--- src/rtl/mem.sv ---
// MEM stage of the five-stage MIPS pipeline: EX/MEM register with stall/flush,
// load-data extraction from the synchronous SRAM, exception commit and mtc0 commit.
module mem #(
  parameter int EX_TO_MEM_WD = 229,
  parameter int MEM_TO_WB_WD = 136,
  parameter int STALL_W      = 6
) (
  input  logic                    clk,
  input  logic                    rst,
  input  logic                    flush,
  input  logic [STALL_W-1:0]      stall,
  input  logic [EX_TO_MEM_WD-1:0] ex_to_mem_bus,
  input  logic [31:0]             data_sram_rdata,
  output logic [MEM_TO_WB_WD-1:0] mem_to_wb_bus,
  output logic [37:0]             mem_fwd,
  output logic                    exc_req,
  output logic [4:0]              exc_code,
  output logic [31:0]             exc_epc,
  output logic [31:0]             exc_badvaddr,
  output logic                    exc_bd,
  output logic                    cp0_we,
  output logic [4:0]              cp0_waddr,
  output logic [2:0]              cp0_wsel,
  output logic [31:0]             cp0_wdata
);

  typedef struct packed {
    logic [31:0] badvaddr;
    logic [4:0]  excepttype;
    logic        is_in_delayslot;
    logic [31:0] pc;
    logic        cp0_we;
    logic [4:0]  cp0_addr;
    logic [2:0]  cp0_sel;
    logic [31:0] cp0_wdata;
    logic [3:0]  data_ram_sel;
    logic        inst_lb;
    logic        inst_lbu;
    logic        inst_lh;
    logic        inst_lhu;
    logic [31:0] hi_wdata;
    logic        hi_we;
    logic [31:0] lo_wdata;
    logic        lo_we;
    logic [3:0]  data_ram_wen;
    logic        data_ram_en;
    logic        sel_rf_res;
    logic        rf_we;
    logic [4:0]  rf_waddr;
    logic [31:0] ex_result;
  } ex_mem_t;

  ex_mem_t ex_mem_d, ex_mem_q;

  // Stop on 3 with NoStop on 4 means WB drains while EX holds: insert a bubble.
  always_comb begin
    ex_mem_d = ex_mem_q;
    if (flush)                      ex_mem_d = '0;
    else if (stall[3] && !stall[4]) ex_mem_d = '0;
    else if (!stall[3])             ex_mem_d = ex_mem_t'(ex_to_mem_bus);
  end

  always_ff @(posedge clk) begin
    if (rst) ex_mem_q <= '0;
    else     ex_mem_q <= ex_mem_d;
  end

  logic unused_bits;
  assign unused_bits = ^{stall[5], stall[2:0], ex_mem_q.data_ram_wen, ex_mem_q.data_ram_en};

  logic        mem_valid;
  logic [7:0]  ld_byte;
  logic [15:0] ld_half;
  logic        ld_ok;
  logic [31:0] rf_wdata;

  assign mem_valid = (ex_mem_q.pc != 32'd0);

  always_comb begin
    ld_byte  = 8'd0;
    ld_half  = 16'd0;
    ld_ok    = 1'b1;
    rf_wdata = ex_mem_q.ex_result;
    if (ex_mem_q.sel_rf_res) begin
      if (ex_mem_q.inst_lb || ex_mem_q.inst_lbu) begin
        unique case (ex_mem_q.data_ram_sel)
          4'b0001: ld_byte = data_sram_rdata[7:0];
          4'b0010: ld_byte = data_sram_rdata[15:8];
          4'b0100: ld_byte = data_sram_rdata[23:16];
          4'b1000: ld_byte = data_sram_rdata[31:24];
          default: ld_ok   = 1'b0;
        endcase
        rf_wdata = ld_ok ? {{24{ex_mem_q.inst_lb & ld_byte[7]}}, ld_byte} : 32'd0;
      end else if (ex_mem_q.inst_lh || ex_mem_q.inst_lhu) begin
        unique case (ex_mem_q.data_ram_sel)
          4'b0011: ld_half = data_sram_rdata[15:0];
          4'b1100: ld_half = data_sram_rdata[31:16];
          default: ld_ok   = 1'b0;
        endcase
        rf_wdata = ld_ok ? {{16{ex_mem_q.inst_lh & ld_half[15]}}, ld_half} : 32'd0;
      end else begin
        rf_wdata = data_sram_rdata;
      end
    end
  end

  // A faulting instruction keeps its data fields but loses every write enable.
  logic rf_we_g, hi_we_g, lo_we_g;

  always_comb begin
    mem_to_wb_bus = '0;
    mem_fwd       = '0;
    exc_req       = 1'b0;
    exc_code      = 5'd0;
    exc_epc       = 32'd0;
    exc_badvaddr  = 32'd0;
    exc_bd        = 1'b0;
    cp0_we        = 1'b0;
    cp0_waddr     = 5'd0;
    cp0_wsel      = 3'd0;
    cp0_wdata     = 32'd0;
    rf_we_g       = 1'b0;
    hi_we_g       = 1'b0;
    lo_we_g       = 1'b0;
    if (mem_valid) begin
      exc_req = (ex_mem_q.excepttype != 5'd0);
      if (exc_req) begin
        exc_code     = ex_mem_q.excepttype;
        exc_epc      = ex_mem_q.is_in_delayslot ? ex_mem_q.pc - 32'd4 : ex_mem_q.pc;
        exc_badvaddr = ex_mem_q.badvaddr;
        exc_bd       = ex_mem_q.is_in_delayslot;
      end
      rf_we_g       = ex_mem_q.rf_we & ~exc_req;
      hi_we_g       = ex_mem_q.hi_we & ~exc_req;
      lo_we_g       = ex_mem_q.lo_we & ~exc_req;
      cp0_we        = ex_mem_q.cp0_we & ~exc_req;
      cp0_waddr     = ex_mem_q.cp0_addr;
      cp0_wsel      = ex_mem_q.cp0_sel;
      cp0_wdata     = ex_mem_q.cp0_wdata;
      mem_to_wb_bus = {ex_mem_q.pc, hi_we_g, ex_mem_q.hi_wdata, lo_we_g, ex_mem_q.lo_wdata,
                       rf_we_g, ex_mem_q.rf_waddr, rf_wdata};
      mem_fwd       = {rf_we_g, ex_mem_q.rf_waddr, rf_wdata};
    end
  end

endmodule

--- config.mk ---
export PLATFORM = sky130hd
export DESIGN_NAME = mem
export DESIGN_NICKNAME = d
export VERILOG_FILES = /design/src/rtl/mem.sv
export SDC_FILE = /design/constraint.sdc
export NUM_CORES = 1
export LEC_CHECK = 0
export CORE_AREA = 2 2 217 219
export CTS_CLUSTER_DIAMETER = 100
export DETAILED_ROUTE_END_ITERATION = 8
export DIE_AREA = 0 0 219 221
export GPL_TIMING_DRIVEN = 0
export SYNTH_ARGS = -nofsm -noshare
export SYNTH_HDL_FRONTEND = slang
export SYNTH_SLANG_ARGS = --single-unit
export TNS_END_PERCENT = 20
--- constraint.sdc ---
create_clock -name clk -period 2.35 [get_ports clk]
set_input_delay 0.3525 -clock clk [delete_from_list [all_inputs] [get_ports clk]]
set_output_delay 0.3525 -clock clk [all_outputs]
set_load 0.01 [all_outputs]
==> results of run 1 <==
## cell families after synthesis
kind of cell | count (synthesis)
DFF | 224
buffers and inverters | 172
muxes | 224
AOI/OAI and AO/OA | 90
and+or+nand+nor | 527
xor gates and xnor gates | 28
adders and majority gates | 2
## repair_timing
action,CTS,global route
resized for setup,259,615
cloned,0,7
pin swaps,6,44
buffers inserted,12,15
endpoints found under the setup margin,366,398
## synthesized netlist by cell type, types with 8 or more instances
library cell,count
nor2_1,292
dfxtp_1,224
mux2i_1,224
and2_1,116
clkbuf_1,103
and3_1,40
buf_4,38
nor3_1,26
a221oi_1,23
xnor2_1,22
a21oi_1,17
o221a_2,17
buf_1,14
nand2_1,12
o21ai_0,10
a22oi_1,8
buf_2,8
inv_1,8
## final timing paths
check,slack (ps),end,cells past startpoint
max reg2reg,1020,ex_mem_q[38]$_SDFFE_PP0N_,3
min,400,ex_mem_q[176]$_SDFFE_PP0N_,3
max,-840,exc_epc[24],10
min reg2reg,490,ex_mem_q[109]$_SDFFE_PP0N_,2
## placed cells by master, fill, tap and decap left out, types with 12 or more instances in the layout
master,synthesis,routed
and2_1,116,83
clkbuf_16,0,37
a21oi_1,17,17
mux2i_1,224,224
and2_4,0,33
clkbuf_1,103,77
clkbuf_2,0,112
buf_6,1,71
buf_4,38,50
buf_8,0,12
a221oi_1,23,18
nor3_4,0,14
buf_1,14,14
dlymetal6s2s_1,0,69
and3_1,40,39
buf_2,8,25
dfxtp_1,224,213
xnor2_1,22,22
clkdlybuf4s50_1,0,289
nor2_1,292,289
nor3_1,26,12
## critical path: cells and delay by family (launching register included)
family	cells	cell delay (ps)
AND/OR/NAND/NOR	5	1200
flip-flops	1	360
buffers and inverters	5	720
## final cells by class
type	count	area (µm²)	area share (%)
Clock buffer	37	805.8	4.231
Buffer	156	1020	5.354
Tap cell	607	759.5	3.988
Inverter	8	30.03	0.1577
Clock inverter	13	151.4	0.7949
Multi-Input combinational cell	871	6297	33.06
Timing Repair Buffer	579	5472	28.73
Sequential cell	224	4511	23.68
## power breakdown
part,switching [mW],leakage [nW],internal (mW)
sequential,0.0816,1.83,3.90
combinational,1.11,7.13,1.32
clock,1.77,0.467,2.73
total,2.96,9.43,7.95
## layer usage
metal	vias to the layer above	GRT usage (%)	wire (µm)	share of wire (%)
met2	471	34.31	24820	49
met3	82	4.124	3667	7.3
met5	-	0	13	0.026
met1	5534	23.59	20220	40
met4	2	5.972	1437	2.9
li1	5445	-	-	-
## through the flow
stage          cells  instance area (µm²)  power [mW]  util [%]
5_1_grt         2495                19050       11.34     41.35
4_1_cts         2479                18680       10.82     40.56
3_5_place_dp    2419                17370       6.103     37.71
6_report        2495                19050       10.91     41.35
2_1_floorplan   1267                11150       4.962         -
3_3_place_gp    2419                17370       6.082     37.71
==> run_results.csv, run 1 <==
group,metric,value,unit
setup_path,crit_path_frequent_cell,"buf_12",
cells_and_area,insertedDiodeCount,0,
grt,antenna_found_initial,2,
clock_network,cts_tree,"built",
cells_and_area,largest_reg_flops,224,
setup_path,crit_path_end_kind,"output port",
synthesis,syn_area_per_cell,8.763,µm²
power,peakVddDrop,0.0005031,V
place,post-place-ws,-1527,ps
timing,finalMaxSlewViolations,0,
timing,fin_crit_sh,135.6,%
synthesis,yosys_warnings,0,
synthesis,synth-simple-area-share,23.41,%
synthesis,syn_nets,1539,
setup_path,cp.required,2000,ps
synthesis,muxShareOfSynthArea,20.19,%
run,maxCapViolations,0,
grt,grt-ovfl-total,0,
synthesis,synth_compound_area_share,6.322,%
timing,worst_pin_slew,1080,ps
routing,first_iter_violations,582,
floorplan,rows,79,
power,p_per_area,572.7,nW/µm²
timing,finalSetupViolations,356,
min_path,worstHoldStart,"ex_to_mem_bus[176]",
power,power_leakage,9.428,nW
place,portBuffers,545,
synthesis,synth_area_leader_cell,"dfxtp_1",
grt,first_global_vias,11650,
grt,grt_max_degree,14,
routing,wl,50.16,mm
outcome,violations,"setup timing",
routing,ant_nets,0,
grt,grt_pass1_wl,72.52,mm
clock_network,htreeDepth,1,
synthesis,async_reset_ff_share,0,%
setup_path,crit_chain,"or4_4 -> nor3_4 -> nand4_4 -> buf_6 -> buf_12 -> nand2_8 -> buf_8 -> buf_12 -> nor2_2 -> buf_2",
floorplan,die_x,219,µm
clock_network,clockBufferDepth,3,
synthesis,synth-seq-cells,224,
timing,holdWs,402.2,ps
routing,post_drt_via_cell_ratio,4.623,
setup_path,cp-start-kind,"flip-flop",
routing,dr_total_vias,11530,
cells_and_area,top_register,"ex_mem_q",
timing,post-route-min-period,3187,ps
timing,fin_ws,-836.5,ps
synthesis,yosysSeqAreaShare,40.39,%
synthesis,yosys-top-cells-area,"dfxtp_1, mux2i_1, nor2_1",
synthesis,syn_area,11100,µm²
floorplan,die_y,221,µm
floorplan,die_area,48400,µm²
synthesis,synthAdderAreaFrac,0.2254,%
setup_path,slowest_stage,"or4_4",
setup_path,crit_fanout,8,
floorplan,core,46060,µm²
setup_path,slowest_delay,580,ps
synthesis,synth_edf_count,0,
synthesis,synth_top_cell_area_share,40.39,%
cells_and_area,syn2layout_area_growth,71.54,%
routing,drc,0,
clock_network,numCtsBuffers,28,
min_path,hp-class,"in -> reg",
synthesis,synth_cell_types,49,
grt,grt_usage,19.50,%
setup_path,worstSetupStartpoint,"ex_mem_q[180]$_SDFFE_PP0N_",
floorplan,initial_core_util,24.10,%
synthesis,synth_top_family_by_area,"simple AND/OR/NAND/NOR gates",
timing,slew_headroom,28.02,%
timing,fmax,313.8,MHz
clock_network,cts_root_buffer,"clkbuf_16",
routing,firstDrtPassIters,4,
clock_network,cts_sinks,224,
clock_network,path_clk_slew,60,ps
synthesis,synthCells,1267,
floorplan,pin_count,556,
synthesis,synth-xor-area-share,2.209,%
cells_and_area,drive_gt1_share,23.73,%
timing,clock_skew,0,ps
setup_path,crit_type,"reg -> out",
place,hpwl,38.36,mm
timing,rsz0062_at_grt,"true",
timing,fin_setup_tns,-188220,ps
cells_and_area,reg_top3,"ex_mem_q: 224 flops",
routing,wire_per_inst,20.10,µm
synthesis,synth_ff_type,"dfxtp_1",
timing,final_hold_viol_count,0,
outcome,outcome,"complete, but fails checks",
setup_path,crit_arrival,2830,ps
cells_and_area,nFillCells,4655,
cells_and_area,fin_nets,2140,
place,gp_congestion,0.9030,
clock_network,cts_hold_buf,0,
clock_network,clk-insertion-delay-late,550,ps
setup_path,rr_startpoint,"ex_mem_q[38]$_SDFFE_PP0N_",
No activity file was read; power rests on OpenSTA's default activity.
==> run 2, diff against run 1 <==
Settings changed: CTS_CLUSTER_DIAMETER 100 to 30, REMOVE_ABC_BUFFERS set to 1.
==> run 2 against run 1 <==
The run still ends with setup timing left; utilization increased by 2.8 points; final cell count increased by 0.40%; clock-buffer cell count increased by 56; sequential share of layout area decreased by 1.4 points; largest cell class is now multi-input gates; highest routed layer unchanged.
==> run_results.csv, run 2 (synthesis results as in run 1) <==
group,metric,value,unit
routing,post_drt_via_cell_ratio,4.580,
floorplan,die_area,48400,µm²
floorplan,rows,79,
setup_path,crit_type,"reg -> out",
grt,grt_pass1_wl,69.41,mm
place,portBuffers,546,
timing,finalSetupViolations,312,
setup_path,crit_arrival,2840,ps
floorplan,pin_count,556,
floorplan,initial_core_util,24.10,%
cells_and_area,seqCellArea,4528,µm²
cells_and_area,syn2layout_area_growth,83.15,%
place,hpwl,30.39,mm
clock_network,clockBufferDepth,3,
timing,final_hold_viol_count,0,
grt,first_global_vias,11820,
clock_network,cts_hold_buf,0,
clock_network,clk-insertion-delay-late,560,ps
clock_network,cts_sinks,224,
routing,first_iter_violations,690,
cells_and_area,layout_commonest_cell,"clkdlybuf4s50_1",
floorplan,die_y,221,µm
cells_and_area,drive_gt1_share,29.61,%
setup_path,crit_fanout,7,
place,gp_congestion,0.9043,
grt,antenna_found_initial,2,
routing,firstDrtPassIters,5,
cells_and_area,largest_reg_flops,224,
clock_network,numCtsBuffers,71,
setup_path,cp-start-kind,"flip-flop",
timing,post-route-min-period,3194,ps
routing,wl,47.50,mm
clock_network,path_clk_slew,40,ps
clock_network,cts_tree,"built",
routing,ant_nets,0,
timing,worst_pin_slew,675.3,ps
clock_network,cts_root_buffer,"clkbuf_16",
routing,dr_total_vias,11470,
power,p_sw,4.076,mW
power,seqPwrFrac,23.9,%
floorplan,core,46060,µm²
floorplan,die_x,219,µm
cells_and_area,final_cell_mix,"clkdlybuf4s50_1, nor2_1, mux2i_1",
power,intPower,12.66,mW
power,power_leakage,9.482,nW
timing,fmax,313.1,MHz
cells_and_area,reg_top3,"ex_mem_q: 224 flops",
clock_network,htreeDepth,3,
grt,grt-ovfl-total,0,
power,pwr-share-clk,60.7,%
timing,fin_crit_sh,135.9,%
cells_and_area,insertedDiodeCount,0,
routing,drc,0,
outcome,violations,"setup timing",
timing,holdWs,349.9,ps
outcome,outcome,"complete, but fails checks",
min_path,hp-class,"in -> reg",
run,maxCapViolations,0,
cells_and_area,multi_input_area,6476,µm²
timing,fin_ws,-844.2,ps
power,pwr-share-comb,15.4,%
routing,wire_per_inst,18.96,µm
cells_and_area,top_register,"ex_mem_q",
place,post-place-ws,-2030,ps
power,p_sw_share,24.35,%
grt,grt_max_degree,85,
timing,finalMaxSlewViolations,0,
cells_and_area,nFillCells,4483,
power,p_per_area,823.1,nW/µm²
setup_path,cp.required,2000,ps
timing,clock_skew,0,ps
setup_path,crit_path_end_kind,"output port",
timing,slew_headroom,54.98,%
power,peakVddDrop,0.0008004,V
timing,rsz0062_at_grt,"true",
grt,grt_usage,18.50,%
cells_and_area,fin_nets,2112,
[run 2: routing by layer]
layer | wire (µm) | vias to the layer above | GRT usage, %
met5 | 13 | - | 0
met4 | 1487 | 2 | 7.585
met3 | 4209 | 91 | 6.612
met2 | 22330 | 498 | 30.50
met1 | 19460 | 5422 | 21.66
li1 | - | 5459 | -
[run 2: area by class of cell]
cell class,instances,area share [%]
clock buffers,93,9.598
clock inverters,38,3.033
inverters,8,0.1477
multi-input cells,879,31.85
flip-flops and latches,224,22.27
well taps,607,3.735
repair buffers,656,29.37
[run 2: path summary, 6_finish.rpt]
path,startpoint,end,slack (ps),cells after the start
worst max-delay path,ex_mem_q[180]$_SDFFE_PP0N_,mem_to_wb_bus[36],-840,8
worst min register to register,ex_mem_q[107]$_SDFFE_PP0N_,ex_mem_q[107]$_SDFFE_PP0N_,480,2
worst max register to register,ex_mem_q[38]$_SDFFE_PP0N_,ex_mem_q[38]$_SDFFE_PP0N_,1340,2
worst min-delay path,stall[3],ex_mem_q[126]$_SDFFE_PP0N_,350,3
[run 2: power by group through the flow]
stage,sequential (mW),combinational [mW],clock [mW]
2_1_floorplan,4.05,0.735,0
3_3_place_gp,4.07,2.15,0
3_5_place_dp,4.07,1.89,0
4_1_cts,4.01,2.38,10.4
5_1_grt,4.02,2.74,10.6
6_report,4.01,2.58,10.2
[run 2: per-stage QoR]
step	cells	utilization, %	setup TNS [ps]	power, mW	instance area (µm²)
finish	2505	44.15	-187760	16.74	20340
global route	2505	44.15	-216590	17.37	20340
CTS	2485	43.90	-212680	16.75	20220
detailed placement	2267	36.55	-451440	5.962	16830
global placement	2256	35.93	-6093910	6.219	16550
floorplan	1103	-	-1611000	4.786	10330
[run 2: worst max-delay path, cell delays in order, from the launching register on]
cell and delay, ps:
dfxtp_4 340, or4_4 570, nor3_4 230, buf_6 160, nand4_4 130, clkbuf_16 240, buf_6 150, and2_4 170
dlygate4sd2_1 280
[run 2: timing repair]
item                       in CTS  in global routing
gates resized for setup       620                329
cloned                          9                  8
pin swaps                      36                 21
setup endpoints to repair     312                345
setup buffers                  78                 14
